**config.mk**
```make
export PLATFORM = sky130hd
export DESIGN_NAME = uart_console_in
export DESIGN_NICKNAME = d
export VERILOG_FILES = /design/src/rtl/uart_console_pkg.sv /design/src/rtl/console_sync_fifo.sv /design/src/rtl/uart_console_in.sv
export SDC_FILE = /design/constraint.sdc
export NUM_CORES = 1
export LEC_CHECK = 0
export ABC_AREA = 1
export CORE_ASPECT_RATIO = 1.75
export CORE_MARGIN = 2
export CORE_UTILIZATION = 30
export DETAILED_ROUTE_END_ITERATION = 10
export SYNTH_ARGS = -nofsm -noshare
export SYNTH_HDL_FRONTEND = slang
export SYNTH_SLANG_ARGS = --single-unit
export TNS_END_PERCENT = 100
```
**constraint.sdc**
```tcl
create_clock -name CLK -period 2.4 [get_ports CLK]
set_input_delay 0.48 -clock CLK [delete_from_list [all_inputs] [get_ports CLK]]
set_output_delay 0.48 -clock CLK [all_outputs]
set_load 0.02 [all_outputs]
```
**src/rtl/uart_console_pkg.sv**
```systemverilog
// ---------------------------------------------------------------------------
// uart_console_pkg
// Shared types and constants for the console-input UART receiver.
//   RxState   : receive FSM encoding (IDLE, START, DATA, [PARITY], STOP)
//   OutState  : output handshake FSM encoding (O_IDLE, O_VALID, O_ACKED)
//   DATA_BITS : payload bits per frame
//   half_bit(): number of clocks from start-edge detect to the start-bit
//               resample point
// Optional feature macro: UART_PARITY_EN (adds the PARITY state, 8E1 frames)
// ---------------------------------------------------------------------------
package uart_console_pkg;

    localparam int DATA_BITS = 8;

    typedef enum logic [2:0] {
        IDLE   = 3'd0,
        START  = 3'd1,
        DATA   = 3'd2,
`ifdef UART_PARITY_EN
        PARITY = 3'd3,
`endif
        STOP   = 3'd4
    } RxState;

    typedef enum logic [1:0] {
        O_IDLE  = 2'd0,
        O_VALID = 2'd1,
        O_ACKED = 2'd2
    } OutState;

    // Half a bit period, used to land the start-bit resample near mid-bit.
    function automatic int half_bit(input int clksPerBit);
        return clksPerBit / 2;
    endfunction

endpackage

```
**src/rtl/console_sync_fifo.sv**
```systemverilog
// ---------------------------------------------------------------------------
// console_sync_fifo
// Small synchronous FIFO buffering received bytes until the consumer takes
// them.
//   clk_i, reset_i : clock, synchronous active-high reset (flushes the FIFO)
//   push_i         : write pushData_i (ignored when full unless popping too)
//   pushData_i     : data to write
//   pop_i          : discard the head entry (ignored when empty)
//   headData_o     : oldest entry, read straight from the storage flops
//   full_o/empty_o : occupancy flags
// Pushing and popping in the same cycle both take effect, so a full FIFO
// that is being popped still accepts the incoming word.
// ---------------------------------------------------------------------------
module console_sync_fifo #(
    parameter int WIDTH = 8,
    parameter int DEPTH = 4
) (
    input  logic             clk_i,
    input  logic             reset_i,
    input  logic             push_i,
    input  logic [WIDTH-1:0] pushData_i,
    input  logic             pop_i,
    output logic [WIDTH-1:0] headData_o,
    output logic             full_o,
    output logic             empty_o
);

    localparam int PTR_W = $clog2(DEPTH);
    localparam logic [PTR_W-1:0] PTR_ONE  = PTR_W'(1);
    localparam logic [PTR_W:0]   CNT_ONE  = (PTR_W + 1)'(1);
    localparam logic [PTR_W:0]   CNT_FULL = (PTR_W + 1)'(DEPTH);

    logic [WIDTH-1:0] mem_q [DEPTH];
    logic [PTR_W-1:0] wrPtr_q;
    logic [PTR_W-1:0] rdPtr_q;
    logic [PTR_W:0]   count_q;
    logic [PTR_W:0]   count_d;
    logic             doPush;
    logic             doPop;

    assign empty_o    = (count_q == '0);
    assign full_o     = (count_q == CNT_FULL);
    assign headData_o = mem_q[rdPtr_q];

    // A pop frees a slot in the same cycle, which is what lets a full FIFO
    // accept a simultaneous push.
    assign doPop  = pop_i && !empty_o;
    assign doPush = push_i && (!full_o || doPop);

    // Occupancy only moves when exactly one of push/pop happens.
    always_comb begin
        count_d = count_q;
        case ({doPush, doPop})
            2'b10:   count_d = count_q + CNT_ONE;
            2'b01:   count_d = count_q - CNT_ONE;
            default: count_d = count_q;
        endcase
    end

    // Pointers are exactly log2(DEPTH) wide so they wrap without extra logic.
    always_ff @(posedge clk_i) begin
        if (reset_i) begin
            wrPtr_q <= '0;
            rdPtr_q <= '0;
            count_q <= '0;
        end else begin
            if (doPush) begin
                mem_q[wrPtr_q] <= pushData_i;
                wrPtr_q        <= wrPtr_q + PTR_ONE;
            end
            if (doPop) begin
                rdPtr_q <= rdPtr_q + PTR_ONE;
            end
            count_q <= count_d;
        end
    end

endmodule

```
**src/rtl/uart_console_in.sv**
```systemverilog
// ---------------------------------------------------------------------------
// uart_console_in
// Console-input source: receives UART bytes from the RX pin, buffers them and
// offers each one to Wrapper over a 4-phase valid/ack handshake.
//   CLK              : system clock
//   RESET            : synchronous active-high reset
//   RX               : asynchronous UART line, idles high
//   CONSOLE_IN       : byte presented to Wrapper (held after valid drops)
//   CONSOLE_IN_valid : CONSOLE_IN holds a valid byte
//   CONSOLE_IN_ack   : Wrapper acknowledge
//   FRAMING_ERR      : one-cycle pulse, bad stop bit (or bad parity)
//   OVERRUN          : one-cycle pulse, byte dropped because the FIFO was full
// Parameters: CLKS_PER_BIT (>= 4), FIFO_DEPTH (power of 2, >= 2).
// Optional feature macro: UART_PARITY_EN selects 8E1 framing; without it the
// receiver expects 8N1.
// ---------------------------------------------------------------------------
module uart_console_in
    import uart_console_pkg::*;
#(
    parameter int CLKS_PER_BIT = 868,
    parameter int FIFO_DEPTH   = 4
) (
    input  logic       CLK,
    input  logic       RESET,
    input  logic       RX,
    output logic [7:0] CONSOLE_IN,
    output logic       CONSOLE_IN_valid,
    input  logic       CONSOLE_IN_ack,
    output logic       FRAMING_ERR,
    output logic       OVERRUN
);

    localparam int BAUD_W   = $clog2(CLKS_PER_BIT);
    localparam int BITCNT_W = $clog2(DATA_BITS);
    localparam logic [BAUD_W-1:0]   BAUD_ONE = BAUD_W'(1);
    localparam logic [BAUD_W-1:0]   BIT_END  = BAUD_W'(CLKS_PER_BIT - 1);
    localparam logic [BAUD_W-1:0]   HALF_END = BAUD_W'(half_bit(CLKS_PER_BIT) - 1);
    localparam logic [BITCNT_W-1:0] BIT_ONE  = BITCNT_W'(1);
    localparam logic [BITCNT_W-1:0] LAST_BIT = BITCNT_W'(DATA_BITS - 1);

    logic                 rxMeta_q;
    logic                 rxSync_q;

    RxState               rxState_q;
    logic [BAUD_W-1:0]    baudCnt_q;
    logic [BITCNT_W-1:0]  bitCnt_q;
    logic [DATA_BITS-1:0] shift_q;
    logic                 framingErr_q;
    logic                 overrun_q;
`ifdef UART_PARITY_EN
    logic                 parityOk_q;
`endif

    OutState              outState_q;
    logic [7:0]           consoleData_q;
    logic                 consoleValid_q;

    logic                 frameOk;
    logic                 stopSample;
    logic                 rxPush;
    logic                 fifoPop;
    logic [7:0]           fifoHead;
    logic                 fifoFull;
    logic                 fifoEmpty;

    // Two-flop synchroniser; both flops reset to the idle line level so a
    // reset never looks like a start bit.
    always_ff @(posedge CLK) begin
        if (RESET) begin
            rxMeta_q <= 1'b1;
            rxSync_q <= 1'b1;
        end else begin
            rxMeta_q <= RX;
            rxSync_q <= rxMeta_q;
        end
    end

`ifdef UART_PARITY_EN
    assign frameOk = rxSync_q && parityOk_q;
`else
    assign frameOk = rxSync_q;
`endif

    // The byte is written into the FIFO on the same edge that samples the
    // stop bit, so it is visible to the output side one cycle later.
    assign stopSample = (rxState_q == STOP) && (baudCnt_q == BIT_END);
    assign rxPush     = stopSample && frameOk;

    // Receive FSM: find the falling start edge, confirm it half a bit later,
    // then sample every full bit period from there (mid-bit), LSB first.
    always_ff @(posedge CLK) begin
        if (RESET) begin
            rxState_q    <= IDLE;
            baudCnt_q    <= '0;
            bitCnt_q     <= '0;
            shift_q      <= '0;
            framingErr_q <= 1'b0;
            overrun_q    <= 1'b0;
`ifdef UART_PARITY_EN
            parityOk_q   <= 1'b0;
`endif
        end else begin
            framingErr_q <= 1'b0;
            overrun_q    <= rxPush && fifoFull && !fifoPop;
            case (rxState_q)
                IDLE: begin
                    baudCnt_q <= '0;
                    bitCnt_q  <= '0;
                    if (!rxSync_q) begin
                        rxState_q <= START;
                    end
                end
                START: begin
                    if (baudCnt_q == HALF_END) begin
                        baudCnt_q <= '0;
                        // A line that is high again was only a glitch.
                        rxState_q <= rxSync_q ? IDLE : DATA;
                    end else begin
                        baudCnt_q <= baudCnt_q + BAUD_ONE;
                    end
                end
                DATA: begin
                    if (baudCnt_q == BIT_END) begin
                        baudCnt_q <= '0;
                        shift_q   <= {rxSync_q, shift_q[DATA_BITS-1:1]};
                        bitCnt_q  <= bitCnt_q + BIT_ONE;
                        if (bitCnt_q == LAST_BIT) begin
`ifdef UART_PARITY_EN
                            rxState_q <= PARITY;
`else
                            rxState_q <= STOP;
`endif
                        end
                    end else begin
                        baudCnt_q <= baudCnt_q + BAUD_ONE;
                    end
                end
`ifdef UART_PARITY_EN
                PARITY: begin
                    if (baudCnt_q == BIT_END) begin
                        baudCnt_q  <= '0;
                        // Even parity: the parity bit equals the XOR of the data.
                        parityOk_q <= (rxSync_q == ^shift_q);
                        rxState_q  <= STOP;
                    end else begin
                        baudCnt_q <= baudCnt_q + BAUD_ONE;
                    end
                end
`endif
                STOP: begin
                    if (baudCnt_q == BIT_END) begin
                        baudCnt_q <= '0;
                        if (!frameOk) begin
                            framingErr_q <= 1'b1;
                        end
                        // Leave mid stop bit so a back-to-back start edge is caught.
                        rxState_q <= IDLE;
                    end else begin
                        baudCnt_q <= baudCnt_q + BAUD_ONE;
                    end
                end
                default: begin
                    rxState_q <= IDLE;
                    baudCnt_q <= '0;
                end
            endcase
        end
    end

    console_sync_fifo #(
        .WIDTH (8),
        .DEPTH (FIFO_DEPTH)
    ) u_fifo (
        .clk_i      (CLK),
        .reset_i    (RESET),
        .push_i     (rxPush),
        .pushData_i (shift_q),
        .pop_i      (fifoPop),
        .headData_o (fifoHead),
        .full_o     (fifoFull),
        .empty_o    (fifoEmpty)
    );

    // The head entry stays in the FIFO for the whole handshake and is only
    // removed once the consumer releases ack.
    assign fifoPop = (outState_q == O_ACKED) && !CONSOLE_IN_ack;

    // Output FSM: 4-phase handshake. Returning through O_IDLE guarantees at
    // least one low cycle of valid between consecutive bytes.
    always_ff @(posedge CLK) begin
        if (RESET) begin
            outState_q     <= O_IDLE;
            consoleData_q  <= '0;
            consoleValid_q <= 1'b0;
        end else begin
            case (outState_q)
                O_IDLE: begin
                    if (!fifoEmpty) begin
                        consoleData_q  <= fifoHead;
                        consoleValid_q <= 1'b1;
                        outState_q     <= O_VALID;
                    end
                end
                O_VALID: begin
                    if (CONSOLE_IN_ack) begin
                        outState_q <= O_ACKED;
                    end
                end
                O_ACKED: begin
                    if (!CONSOLE_IN_ack) begin
                        consoleValid_q <= 1'b0;
                        outState_q     <= O_IDLE;
                    end
                end
                default: begin
                    consoleValid_q <= 1'b0;
                    outState_q     <= O_IDLE;
                end
            endcase
        end
    end

    assign CONSOLE_IN       = consoleData_q;
    assign CONSOLE_IN_valid = consoleValid_q;
    assign FRAMING_ERR      = framingErr_q;
    assign OVERRUN          = overrun_q;

endmodule

```
==> impl_metrics.py <==
metrics = {
    "clocking": {
        "cts-hold-fix-buffers": 0,
        "root_buffer": "clkbuf_16",
        "cts_tree": "yes",
        "path_clk_slew_ps": 60,
        "cts_repair_resize_count": 0,
        "htreeDepth": 3,
        "cts.sinks": 78,
        "cts_buffers": 9,
        "cts_buffer_depth": 2,
        "worstSkewPairLatency_ps": 340,
        "cts_setup_buffers": 0,
    },
    "global_route": {
        "antenna_found_initial": 0,
        "grt_start_max_net_pins": 26,
        "grt.met3_usage_pct": 3.50,
        "busiest_layer": "met2",
        "grt_pass1_wl_um": 10100,
        "use_met2_pct": 21.0,
        "grt_use_total_pct": 11.4,
        "met1_usage_pct": 10.9,
        "grt_remaining_overflow": 0,
        "grt_pass1_vias": 2256,
    },
    "timing": {
        "timing.fmax_ghz": 0.514,
        "drv_slew": 0,
        "relSlewSlack_pct": 70.8,
        "rsz0062_at_grt": "false",
        "fin_crit_sh_pct": 81.1,
        "finClkSkew_ps": 6.84,
        "setup_tns_ps": 0,
        "min_period_ps": 1950,
        "tightest_slew_ps": 437,
        "setup-violations-final": 0,
        "finalHoldViolations": 0,
    },
    "floorplanning": {
        "core-area_um2": 10600,
        "dieArea_um2": 11700,
        "ioPinCount": 15,
        "rows": 50,
        "die_w_um": 82.7,
        "start_util_pct": 30.6,
        "die_y_um": 142,
    },
    "yosys": {
        "synth_largest_area_cell": "edfxtp_1",
        "async_flop_share_pct": 0,
        "yosysMostFrequentCell": "nor2_1",
        "syn_inst": 340,
        "synth_top_area_share_pct": 29.5,
        "synth.distinct_cells": 32,
        "synth_warnings": 0,
        "synth-seq-area-share_pct": 57.9,
        "synth-seq-cells": 78,
        "synthTopCellsByArea": "edfxtp_1, dfxtp_1, nor2_1",
        "syn_area_per_cell_um2": 9.56,
        "syn-cell-area_um2": 3250,
        "synth_enable_flop_cells": 32,
        "synth_ff_type": "dfxtp_1",
        "synthTopCellsByCount": "nor2_1, dfxtp_1, inv_1",
        "syn_nets": 353,
    },
    "drt": {
        "avgRoutedWirePerCell_um": 11.7,
        "drc": 0,
        "drt-initial-drc-count": 130,
        "via_per_inst": 4.56,
        "vias": 2287,
        "postRouteAntennaNets": 0,
        "wl_um": 5870,
        "drt_pre_antenna_iters": 6,
    },
    "setup_path": {
        "cp-end-kind": "register",
        "timing.rr.start": "baudCnt_q[0]",
        "crit_type": "primary input to register",
        "reg2reg_to": "u_fifo.count_q[2]",
        "critPathMaxFanout": 5,
        "worstPathRequired_ps": 2630,
        "worstSetupEndpoint": "u_fifo.count_q[2]",
        "critPathArrivalTime_ps": 2180,
        "r2r_setup_slack_ps": 470,
        "startpoint_type": "primary input",
        "cp-startpoint": "CONSOLE_IN_ack",
        "reg2regPathDepth": 11,
    },
    "power_and_ir_drop": {
        "internal_power_uw": 2110,
        "power_density_nw_per_um2": 701,
        "leakage_uw": 0.00145,
        "finalPower_uw": 2720,
        "clockPowerShare_pct": 47.8,
        "peakVddDrop_mv": 0.347,
        "p_seq_share_pct": 50.5,
        "p_sw_uw": 607,
        "switching_share_pct": 22.3,
        "power_frac_comb_pct": 1.7,
    },
    "cells_and_area": {
        "antenna_cells": 0,
        "drive_gt1_share_pct": 13.5,
        "final_nets": 379,
        "synthToLayoutAreaGrowth_pct": 19.2,
    },
    "flow_run": {
        "max-cap-violations": 0,
    },
    "placed_design": {
        "dpl.hpwl_um": 4340,
        "gp_congestion": 0.739,
        "portBuffers": 14,
    },
    "min_path": {
        "hold_path_class": "register to register",
    },
    "run_status": {
        "status": "complete, no violations",
    },
}
==> power by group through the flow <==
stage               Clock, uW  Sequential, uW  Combinational (uW)
CTS                      1340            1370                45.8
global route             1400            1370                51.5
detailed placement          0            1400                45.7
global placement            0            1400                44.9
floorplan                   0            1400                30.4
finish                   1300            1370                45.5
==> cells by family after synthesis <==
family / count (synthesis) / synth area share (%)
adder cells (fa/ha/maj): 9 / 3.69
AND/OR/NAND/NOR: 126 / 18.4
flip-flops: 78 / 57.9
AO/OA/AOI/OAI: 75 / 13.0
buffers and inverters: 46 / 5.42
XOR/XNOR: 6 / 1.62
==> area by class of cell <==
class	count	area, um^2
fillers	1092	6760
well taps	130	163
clock buffers	9	225
clock inverters	7	63.8
inverters	38	143
multi-input cells	216	1190
repair buffers	23	208
flip-flops and latches	78	1880
==> cell usage in the layout (no fill, tap or decap), types with 4 or more instances in the layout <==
cell	count
a21oi_1	21
a31oi_1	9
buf_4	9
clkbuf_16	9
clkdlybuf4s50_1	14
dfxtp_1	46
edfxtp_1	32
ha_1	8
inv_1	36
inv_6	4
nand2_1	29
nand3_1	13
nor2_1	55
nor2_2	5
nor3_1	5
nor3_2	4
o21ai_0	35
o21ai_1	5
==> layer usage <==
layer  vias to the layer above  wire length [um]  part of all wire [%]
met1                      1057              2230                    38
met3                        12               142                   2.4
met2                        20              3300                    56
met5                         -                 0                     0
li1                       1198                 -                     -
met4                         0               187                   3.2
==> registers in the layout (all words and copies together) (netlist names), 2 cells and up <==
| signal | count |
|---|---|
| CONSOLE_IN | 8 |
| baudCnt_q | 10 |
| bitCnt_q | 3 |
| outState_q | 2 |
| rxState_q | 3 |
| shift_q | 8 |
| u_fifo.count_q | 3 |
| u_fifo.mem_q | 32 |
| u_fifo.rdPtr_q | 2 |
| u_fifo.wrPtr_q | 2 |
==> how the worst min path moves through the flow <==
| stage | end | depth (start not counted) | startpoint | slack, ps |
|---|---|---|---|---|
| floorplan | frameOk | 1 | rxMeta_q | 390 |
| global route | frameOk | 1 | rxMeta_q | 420 |
| global placement | frameOk | 1 | rxMeta_q | 390 |
| CTS | frameOk | 1 | rxMeta_q | 410 |
| detailed placement | frameOk | 1 | rxMeta_q | 400 |
| finish | frameOk | 1 | rxMeta_q | 410 |
==> critical path: stages <==
cell and delay (ps):
clkdlybuf4s50_1 420, inv_1 90, nand3_1 110, nor2_1 240, o21ai_4 120, fa_1 410, inv_1 70, nand2_1 60
a21oi_1 130, nor2_1 60
==> metrics by stage <==
step                      cell area [um^2]  std cells  utilization (%)  worst slack [ps]  hold slack (ps)
after floorplan                       3250        340                -               548              389
after global placement                3590        485             33.7               141              393
after detailed placement              3590        485             33.7              97.7              396
after CTS                             3880        501             36.5               450              411
after global routing                  3880        501             36.5               301              423
final                                 3880        501             36.5               453              407
No activity file was read; power rests on OpenSTA's default activity.
